`config.mk`:
```
export PLATFORM = sky130hd
export DESIGN_NAME = wb_master_engine_flat
export DESIGN_NICKNAME = d
export VERILOG_FILES = /design/src/rtl/wb_master_engine_pkg.sv /design/src/rtl/wb_master_engine_if.sv /design/src/rtl/wb_timeout_cnt.sv /design/src/rtl/wb_master_engine.sv /design/src/flat_wrapper.sv
export SDC_FILE = /design/constraint.sdc
export NUM_CORES = 1
export LEC_CHECK = 0
export ABC_AREA = 1
export CORE_ASPECT_RATIO = 0.8
export CORE_MARGIN = 8
export CORE_UTILIZATION = 30
export CTS_BUF_LIST = sky130_fd_sc_hd__clkbuf_8
export DETAILED_ROUTE_END_ITERATION = 8
export PLACE_DENSITY = 0.56
export RECOVER_POWER = 100
export SLEW_MARGIN = 20
export SYNTH_ARGS = -nofsm -noshare
export SYNTH_HDL_FRONTEND = slang
export SYNTH_SLANG_ARGS = --single-unit
```
`constraint.sdc`:
```
create_clock -name wb_clk_i -period 2.55 [get_ports wb_clk_i]
set_input_delay 0.765 -clock wb_clk_i [delete_from_list [all_inputs] [get_ports wb_clk_i]]
set_output_delay 0.765 -clock wb_clk_i [all_outputs]
set_load 0.01 [all_outputs]
```
`src/rtl/wb_master_engine_pkg.sv`:
```
// Shared definitions for the single-transfer Wishbone master engine:
// default geometry, FSM state encoding, request/response records and helpers.
package wb_master_engine_pkg;

  localparam int DW_DEF      = 32;
  localparam int AW_DEF      = 12;
  localparam int TIMEOUT_DEF = 256;

  typedef enum logic [1:0] {
    ST_IDLE   = 2'd0,
    ST_ACTIVE = 2'd1,
    ST_RSP    = 2'd2
  } wb_state_e;

  typedef struct packed {
    logic                  we;
    logic                  lock;
    logic [AW_DEF-1:0]     adr;
    logic [DW_DEF-1:0]     dat;
    logic [DW_DEF/8-1:0]   sel;
  } wb_req_t;

  typedef struct packed {
    logic [DW_DEF-1:0] dat;
    logic              err;
    logic              tmo;
  } wb_rsp_t;

  // Error counter increment that sticks at all-ones instead of wrapping.
  function automatic logic [15:0] sat_inc16(input logic [15:0] val);
    return (val == 16'hFFFF) ? val : val + 16'd1;
  endfunction

endpackage

```
`src/rtl/wb_master_engine_if.sv`:
```
// Request, response and Wishbone bus signals of the master engine.
// The master modport is the engine's view; slave is the surrounding system.
interface wb_master_engine_if
  import wb_master_engine_pkg::*;
#(
  parameter int DW = DW_DEF,
  parameter int AW = AW_DEF
);
  localparam int SW  = DW / 8;
  localparam int OFS = $clog2(SW);

  logic              req_valid_i;
  logic              req_ready_o;
  logic              req_we_i;
  logic [AW-1:0]     req_adr_i;
  logic [DW-1:0]     req_dat_i;
  logic [SW-1:0]     req_sel_i;
  logic              req_lock_i;

  logic              rsp_valid_o;
  logic              rsp_ready_i;
  logic [DW-1:0]     rsp_dat_o;
  logic              rsp_err_o;
  logic              rsp_tmo_o;

  logic [AW-OFS-1:0] wb_adr_o;
  logic [DW-1:0]     wb_dat_o;
  logic [SW-1:0]     wb_sel_o;
  logic              wb_we_o;
  logic              wb_cyc_o;
  logic              wb_stb_o;
  logic [DW-1:0]     wb_dat_i;
  logic              wb_ack_i;
  logic              wb_err_i;

  modport master (
    input  req_valid_i, req_we_i, req_adr_i, req_dat_i, req_sel_i, req_lock_i,
    output req_ready_o,
    output rsp_valid_o, rsp_dat_o, rsp_err_o, rsp_tmo_o,
    input  rsp_ready_i,
    output wb_adr_o, wb_dat_o, wb_sel_o, wb_we_o, wb_cyc_o, wb_stb_o,
    input  wb_dat_i, wb_ack_i, wb_err_i
  );

  modport slave (
    output req_valid_i, req_we_i, req_adr_i, req_dat_i, req_sel_i, req_lock_i,
    input  req_ready_o,
    input  rsp_valid_o, rsp_dat_o, rsp_err_o, rsp_tmo_o,
    output rsp_ready_i,
    input  wb_adr_o, wb_dat_o, wb_sel_o, wb_we_o, wb_cyc_o, wb_stb_o,
    output wb_dat_i, wb_ack_i, wb_err_i
  );

endinterface

```
`src/rtl/wb_timeout_cnt.sv`:
```
// Counts consecutive enabled cycles; expired is high on the TIMEOUT-th one,
// so the owner can abandon the bus cycle at that edge.
module wb_timeout_cnt
  import wb_master_engine_pkg::*;
#(
  parameter int TIMEOUT = TIMEOUT_DEF
) (
  input  logic clk,
  input  logic rst_n,
  input  logic enable,
  input  logic clear,
  output logic expired
);
  localparam int CW = $clog2(TIMEOUT + 1);

  logic [CW-1:0] cnt_r;

  assign expired = enable && (cnt_r == CW'(TIMEOUT - 1));

  // Cycle counter, held at its last value once expired
  always_ff @(posedge clk or negedge rst_n) begin
    if (!rst_n) begin
      cnt_r <= {CW{1'b0}};
    end else if (clear) begin
      cnt_r <= {CW{1'b0}};
    end else if (enable && !expired) begin
      cnt_r <= cnt_r + CW'(1);
    end
  end

endmodule

```
`src/rtl/wb_master_engine.sv`:
```
// Single-outstanding Wishbone classic master: takes one request, runs one bus
// cycle with ack/err/timeout termination and optional cyc lock, returns one response.
module wb_master_engine
  import wb_master_engine_pkg::*;
#(
  parameter int DW      = DW_DEF,
  parameter int AW      = AW_DEF,
  parameter int TIMEOUT = TIMEOUT_DEF
) (
  input  logic                 wb_clk_i,
  input  logic                 wb_rst_n_i,
  wb_master_engine_if.master   bus,
  output logic                 busy_o,
  output logic [15:0]          err_cnt_o
);
  localparam int SW  = DW / 8;
  localparam int OFS = $clog2(SW);

  wb_state_e         state_r;
  logic [AW-OFS-1:0] wb_adr_r;
  logic [DW-1:0]     wb_dat_r;
  logic [SW-1:0]     wb_sel_r;
  logic              wb_we_r;
  logic              wb_cyc_r;
  logic              wb_stb_r;
  logic              lock_r;
  logic              rsp_valid_r;
  logic [DW-1:0]     rsp_dat_r;
  logic              rsp_err_r;
  logic              rsp_tmo_r;
  logic [15:0]       err_cnt_r;

  logic accept_s;
  logic term_s;
  logic active_s;
  logic expired_s;

  assign active_s = (state_r == ST_ACTIVE);
  assign accept_s = bus.req_valid_i && (state_r == ST_IDLE);
  assign term_s   = bus.wb_ack_i || bus.wb_err_i;

  wb_timeout_cnt #(.TIMEOUT(TIMEOUT)) u_tmo (
    .clk     (wb_clk_i),
    .rst_n   (wb_rst_n_i),
    .enable  (active_s),
    .clear   (!active_s),
    .expired (expired_s)
  );

  // Transfer FSM; every bus and response output comes straight from a register
  always_ff @(posedge wb_clk_i or negedge wb_rst_n_i) begin
    if (!wb_rst_n_i) begin
      state_r     <= ST_IDLE;
      wb_adr_r    <= {(AW-OFS){1'b0}};
      wb_dat_r    <= {DW{1'b0}};
      wb_sel_r    <= {SW{1'b0}};
      wb_we_r     <= 1'b0;
      wb_cyc_r    <= 1'b0;
      wb_stb_r    <= 1'b0;
      lock_r      <= 1'b0;
      rsp_valid_r <= 1'b0;
      rsp_dat_r   <= {DW{1'b0}};
      rsp_err_r   <= 1'b0;
      rsp_tmo_r   <= 1'b0;
      err_cnt_r   <= 16'h0000;
    end else begin
      case (state_r)
        ST_IDLE: begin
          if (accept_s) begin
            wb_adr_r <= bus.req_adr_i[AW-1:OFS];
            wb_dat_r <= bus.req_dat_i;
            wb_sel_r <= bus.req_sel_i;
            wb_we_r  <= bus.req_we_i;
            lock_r   <= bus.req_lock_i;
            wb_cyc_r <= 1'b1;
            wb_stb_r <= 1'b1;
            state_r  <= ST_ACTIVE;
          end
        end
        ST_ACTIVE: begin
          // A slave answer on the expiry cycle still counts as a normal termination
          if (term_s) begin
            rsp_dat_r   <= wb_we_r ? {DW{1'b0}} : bus.wb_dat_i;
            rsp_err_r   <= bus.wb_err_i;
            rsp_tmo_r   <= 1'b0;
            rsp_valid_r <= 1'b1;
            wb_stb_r    <= 1'b0;
            wb_cyc_r    <= lock_r;
            state_r     <= ST_RSP;
            if (bus.wb_err_i) begin
              err_cnt_r <= sat_inc16(err_cnt_r);
            end
          end else if (expired_s) begin
            rsp_dat_r   <= {DW{1'b0}};
            rsp_err_r   <= 1'b1;
            rsp_tmo_r   <= 1'b1;
            rsp_valid_r <= 1'b1;
            wb_stb_r    <= 1'b0;
            wb_cyc_r    <= 1'b0;
            lock_r      <= 1'b0;
            state_r     <= ST_RSP;
            err_cnt_r   <= sat_inc16(err_cnt_r);
          end
        end
        ST_RSP: begin
          if (bus.rsp_ready_i) begin
            rsp_valid_r <= 1'b0;
            state_r     <= ST_IDLE;
          end
        end
        default: begin
          state_r <= ST_IDLE;
        end
      endcase
    end
  end

  assign bus.req_ready_o = (state_r == ST_IDLE);
  assign bus.rsp_valid_o = rsp_valid_r;
  assign bus.rsp_dat_o   = rsp_dat_r;
  assign bus.rsp_err_o   = rsp_err_r;
  assign bus.rsp_tmo_o   = rsp_tmo_r;
  assign bus.wb_adr_o    = wb_adr_r;
  assign bus.wb_dat_o    = wb_dat_r;
  assign bus.wb_sel_o    = wb_sel_r;
  assign bus.wb_we_o     = wb_we_r;
  assign bus.wb_cyc_o    = wb_cyc_r;
  assign bus.wb_stb_o    = wb_stb_r;
  assign busy_o          = (state_r != ST_IDLE);
  assign err_cnt_o       = err_cnt_r;

endmodule

```
`src/flat_wrapper.sv`:
```
// flat-port wrapper written by rule: the top's interface ports become plain ports
module wb_master_engine_flat import wb_master_engine_pkg::*;
#(
  parameter int DW      = DW_DEF,
  parameter int AW      = AW_DEF,
  parameter int TIMEOUT = TIMEOUT_DEF
)
  (wb_clk_i, wb_rst_n_i, busy_o, err_cnt_o, bus_req_valid_i, bus_req_we_i, bus_req_adr_i, bus_req_dat_i, bus_req_sel_i, bus_req_lock_i, bus_req_ready_o, bus_rsp_valid_o, bus_rsp_dat_o, bus_rsp_err_o, bus_rsp_tmo_o, bus_rsp_ready_i, bus_wb_adr_o, bus_wb_dat_o, bus_wb_sel_o, bus_wb_we_o, bus_wb_cyc_o, bus_wb_stb_o, bus_wb_dat_i, bus_wb_ack_i, bus_wb_err_i);
  wb_master_engine_if #(.DW(DW), .AW(AW)) bus_i ();
  input  logic wb_clk_i;
  input  logic wb_rst_n_i;
  output logic busy_o;
  output logic [15:0] err_cnt_o;
  input wire logic [$bits(bus_i.req_valid_i)-1:0] bus_req_valid_i;
  input wire logic [$bits(bus_i.req_we_i)-1:0] bus_req_we_i;
  input wire logic [$bits(bus_i.req_adr_i)-1:0] bus_req_adr_i;
  input wire logic [$bits(bus_i.req_dat_i)-1:0] bus_req_dat_i;
  input wire logic [$bits(bus_i.req_sel_i)-1:0] bus_req_sel_i;
  input wire logic [$bits(bus_i.req_lock_i)-1:0] bus_req_lock_i;
  output wire logic [$bits(bus_i.req_ready_o)-1:0] bus_req_ready_o;
  output wire logic [$bits(bus_i.rsp_valid_o)-1:0] bus_rsp_valid_o;
  output wire logic [$bits(bus_i.rsp_dat_o)-1:0] bus_rsp_dat_o;
  output wire logic [$bits(bus_i.rsp_err_o)-1:0] bus_rsp_err_o;
  output wire logic [$bits(bus_i.rsp_tmo_o)-1:0] bus_rsp_tmo_o;
  input wire logic [$bits(bus_i.rsp_ready_i)-1:0] bus_rsp_ready_i;
  output wire logic [$bits(bus_i.wb_adr_o)-1:0] bus_wb_adr_o;
  output wire logic [$bits(bus_i.wb_dat_o)-1:0] bus_wb_dat_o;
  output wire logic [$bits(bus_i.wb_sel_o)-1:0] bus_wb_sel_o;
  output wire logic [$bits(bus_i.wb_we_o)-1:0] bus_wb_we_o;
  output wire logic [$bits(bus_i.wb_cyc_o)-1:0] bus_wb_cyc_o;
  output wire logic [$bits(bus_i.wb_stb_o)-1:0] bus_wb_stb_o;
  input wire logic [$bits(bus_i.wb_dat_i)-1:0] bus_wb_dat_i;
  input wire logic [$bits(bus_i.wb_ack_i)-1:0] bus_wb_ack_i;
  input wire logic [$bits(bus_i.wb_err_i)-1:0] bus_wb_err_i;
  assign bus_i.req_valid_i = bus_req_valid_i;
  assign bus_i.req_we_i = bus_req_we_i;
  assign bus_i.req_adr_i = bus_req_adr_i;
  assign bus_i.req_dat_i = bus_req_dat_i;
  assign bus_i.req_sel_i = bus_req_sel_i;
  assign bus_i.req_lock_i = bus_req_lock_i;
  assign bus_req_ready_o = bus_i.req_ready_o;
  assign bus_rsp_valid_o = bus_i.rsp_valid_o;
  assign bus_rsp_dat_o = bus_i.rsp_dat_o;
  assign bus_rsp_err_o = bus_i.rsp_err_o;
  assign bus_rsp_tmo_o = bus_i.rsp_tmo_o;
  assign bus_i.rsp_ready_i = bus_rsp_ready_i;
  assign bus_wb_adr_o = bus_i.wb_adr_o;
  assign bus_wb_dat_o = bus_i.wb_dat_o;
  assign bus_wb_sel_o = bus_i.wb_sel_o;
  assign bus_wb_we_o = bus_i.wb_we_o;
  assign bus_wb_cyc_o = bus_i.wb_cyc_o;
  assign bus_wb_stb_o = bus_i.wb_stb_o;
  assign bus_i.wb_dat_i = bus_wb_dat_i;
  assign bus_i.wb_ack_i = bus_wb_ack_i;
  assign bus_i.wb_err_i = bus_wb_err_i;
  wb_master_engine #(.DW(DW), .AW(AW), .TIMEOUT(TIMEOUT)) u_core (.wb_clk_i(wb_clk_i), .wb_rst_n_i(wb_rst_n_i), .bus(bus_i), .busy_o(busy_o), .err_cnt_o(err_cnt_o));
endmodule
```
==> metrics.yaml, run 1 <==
floorplan:
  start_util_pct: 30.4
  ios: 190
  die_x_um: 160
  die_h_um: 131
  core.rowCount: 42
  dieArea_um2: 21000
  coreArea_um2: 16400
global_routing:
  overflow: 0
  grt_pass1_vias: 4628
  globalRouteTotalUtil_pct: 14.2
  grt_pass1_wl_um: 24500
  grt_max_degree: 38
  antenna_found_initial: 0
sta:
  tightest_slew_ps: 958
  skew_ps: 13.8
  hold_violations: 0
  setup_tns_ps: 0
  max_freq_mhz: 431
  fin_crit_ps: 2320
  slew_viol_final: 0
  relSlewSlack_pct: 36.2
  finalSetupViolCount: 0
  rsz0062_at_grt: "false"
  period_share_pct: 91.1
yosys:
  synth-edff-count: 0
  synth_ff_type: "dfrtp_1"
  yosysMostFrequentCell: "nand2_1"
  yosys-top-cells-area: "dfrtp_1, nand2_1, o21ai_0"
  synth_top_area_share_pct: 56.3
  async_flop_share_pct: 100
  synth_nets: 698
  yosysWarnings: 0
  synth_cell_types: 30
  syn-cell-area_um2: 4980
  yosysTopAreaCell: "dfrtp_1"
  yosys-top-cells-count: "nand2_1, dfrtp_1, o21ai_0"
  yosysSeqAreaShare_pct: 56.3
  synth_cells: 603
  synth_seq_cells: 112
  synth.avg_cell_area_um2: 8.25
power_and_ir_drop:
  ir_drop_mv: 0.452
  power.leakage_uw: 0.00359
  total_power_uw: 6750
  power_density_nw_per_um2: 931
setup_path:
  end_kind: "primary output"
  cp_slowest_cell: "dlygate4sd3_1"
  path_depth: 1
  path_delay_family: "buffers and inverters"
  path_class: "reg2out"
  reg2regPathDepth: 9
  max_stage_delay_ps: 650
  start_kind: "register"
  cp_num_buf_inv: 1
  crit_chain: "dlygate4sd3_1"
  path_max_fanout: 7
  arrival_ps: 1560
  critPathRequiredTime_ps: 1790
route:
  via_per_inst: 4.39
  drcViolationCount: 0
  ant_nets: 0
  via_count: 4451
  first_pass_iters: 5
  wirelength_um: 14200
  drtIter0Drc: 186
  drt-wirelength-per-cell_um: 14.0
placed_design:
  gp_congestion: 0.820
  dpl.hpwl_um: 10700
  placed_area_um2: 7120
  io_buffers: 187
flow_run:
  drv_cap: 0
clock_tree:
  cts_hold_buf: 0
  clk_pin_slew_ps: 110
  cts_tree: "done"
  insertion_delay_ps: 390
  clock_sinks: 112
  cts_buffer_depth: 2
  cts-root-buf: "clkbuf_8"
  postCtsSetupBuffers: 0
  numCtsBuffers: 9
  h-tree-depth: 3
status:
  status: "complete, no violations"
cells_and_area:
  diodes: 0
  stdcell_area_um2: 7250
  final_layout_size_suffix_gt1_share_pct: 4.67
  nNetsFinal: 883
  synthToLayoutAreaGrowth_pct: 45.7
worst_hold_path:
  hp-class: "in2async"
-- per-stage QoR --
step,worst slack (ps),utilization [%],hold WS (ps),std cells
2_1_floorplan,675,-,442,603
3_3_place_gp,268,43.4,461,997
3_5_place_dp,159,43.4,464,997
4_1_cts,16.0,44.6,194,1013
5_1_grt,99.7,44.2,503,1013
6_report,228,44.2,446,1013
-- area by class of cell --
class,instances,area (um^2)
sequential,112,2800
timing repair buffer,197,1930
tap,220,275
inverter,38,145
multi-input combinational,430,1910
clock buffer,11,151
fill,1630,9140
clock inverter,5,38.8
-- state kept, by name (all words and copies together) (netlist names) --
register / flops
u_core.bus.rsp_dat_o: 32
u_core.bus.wb_dat_o: 32
u_core.err_cnt_o: 16
u_core.bus.wb_adr_o: 10
u_core.u_tmo.cnt_r: 9
u_core.bus.wb_sel_o: 4
u_core.state_r: 2
u_core.bus.rsp_err_o: 1
u_core.bus.rsp_tmo_o: 1
u_core.bus.rsp_valid_o: 1
u_core.bus.wb_cyc_o: 1
u_core.bus.wb_stb_o: 1
u_core.bus.wb_we_o: 1
u_core.lock_r: 1
-- per-layer routing --
metal | up-vias | part of all wire, % | track usage [%]
met2 | 160 | 45 | 21.8
met3 | 6 | 12 | 8.24
li1 | 2249 | - | -
met4 | 0 | 0.68 | 2.64
met5 | - | 0 | 0
met1 | 2036 | 43 | 17.2
-- final timing paths --
check                                        startpoint                  endpoint  slack, ps
worst max register to register    u_core.u_tmo.cnt_r[0]  u_core.bus.rsp_dat_o[11]        290
worst min-delay path                         wb_rst_n_i   u_core.bus.wb_dat_o[20]        450
max in group asynchronous                    wb_rst_n_i       u_core.err_cnt_o[0]        670
min in group wb_clk_i           u_core.bus.wb_dat_o[31]   u_core.bus.wb_dat_o[31]        480
worst max-delay path                u_core.err_cnt_o[2]              err_cnt_o[2]        230
worst min register to register  u_core.bus.wb_dat_o[31]   u_core.bus.wb_dat_o[31]        480
-- cell usage in the layout, fill, tap and decap left out, types with 2 or more instances in the layout --
cell type          n
nor2_2             4
nor3_1             4
nor2_4             3
inv_1             37
clkdlybuf4s50_1   83
buf_4              2
xnor2_1            7
ha_1               7
clkbuf_8          11
inv_6              2
nand3_1           16
clkbuf_1           3
a21oi_1            4
nand4_1            9
o221ai_1           2
o21ai_0           44
nand2_1          305
nor2_1            16
dfrtp_1          112
dlygate4sd3_1    101
clkbuf_2           5
clkinv_4           2
-- cells by family after synthesis --
kind of cell / count (synthesis) / synth area share (%)
and+or+nand+nor: 362 / 29.7
DFF: 112 / 56.3
buffers and inverters: 61 / 5.30
AOI/OAI and AO/OA: 54 / 5.68
xor gates and xnor gates: 7 / 1.23
adders and majority gates: 7 / 1.76
-- repair_timing --
| action | CTS | global route |
|---|---|---|
| hold endpoints to repair | 0 | 0 |
| endpoints found under the setup margin | 1 | 1 |
| resized for setup | 1 | 1 |
| gates cloned | 0 | 0 |
-- report_power, final --
group          switching (uW)  internal, uW  total [uW]
Sequential                372          2400        2770
Combinational            1580          1350        2940
Clock                     623           417        1040
Total                    2580          4170        6750
No activity file was read; power rests on OpenSTA's default activity.
==> run 2: changes to the inputs <==
- SLEW_MARGIN: 20 -> default
==> results of run 2 <==
No change in the layout: final DEF, timing and power equal those of run 1.
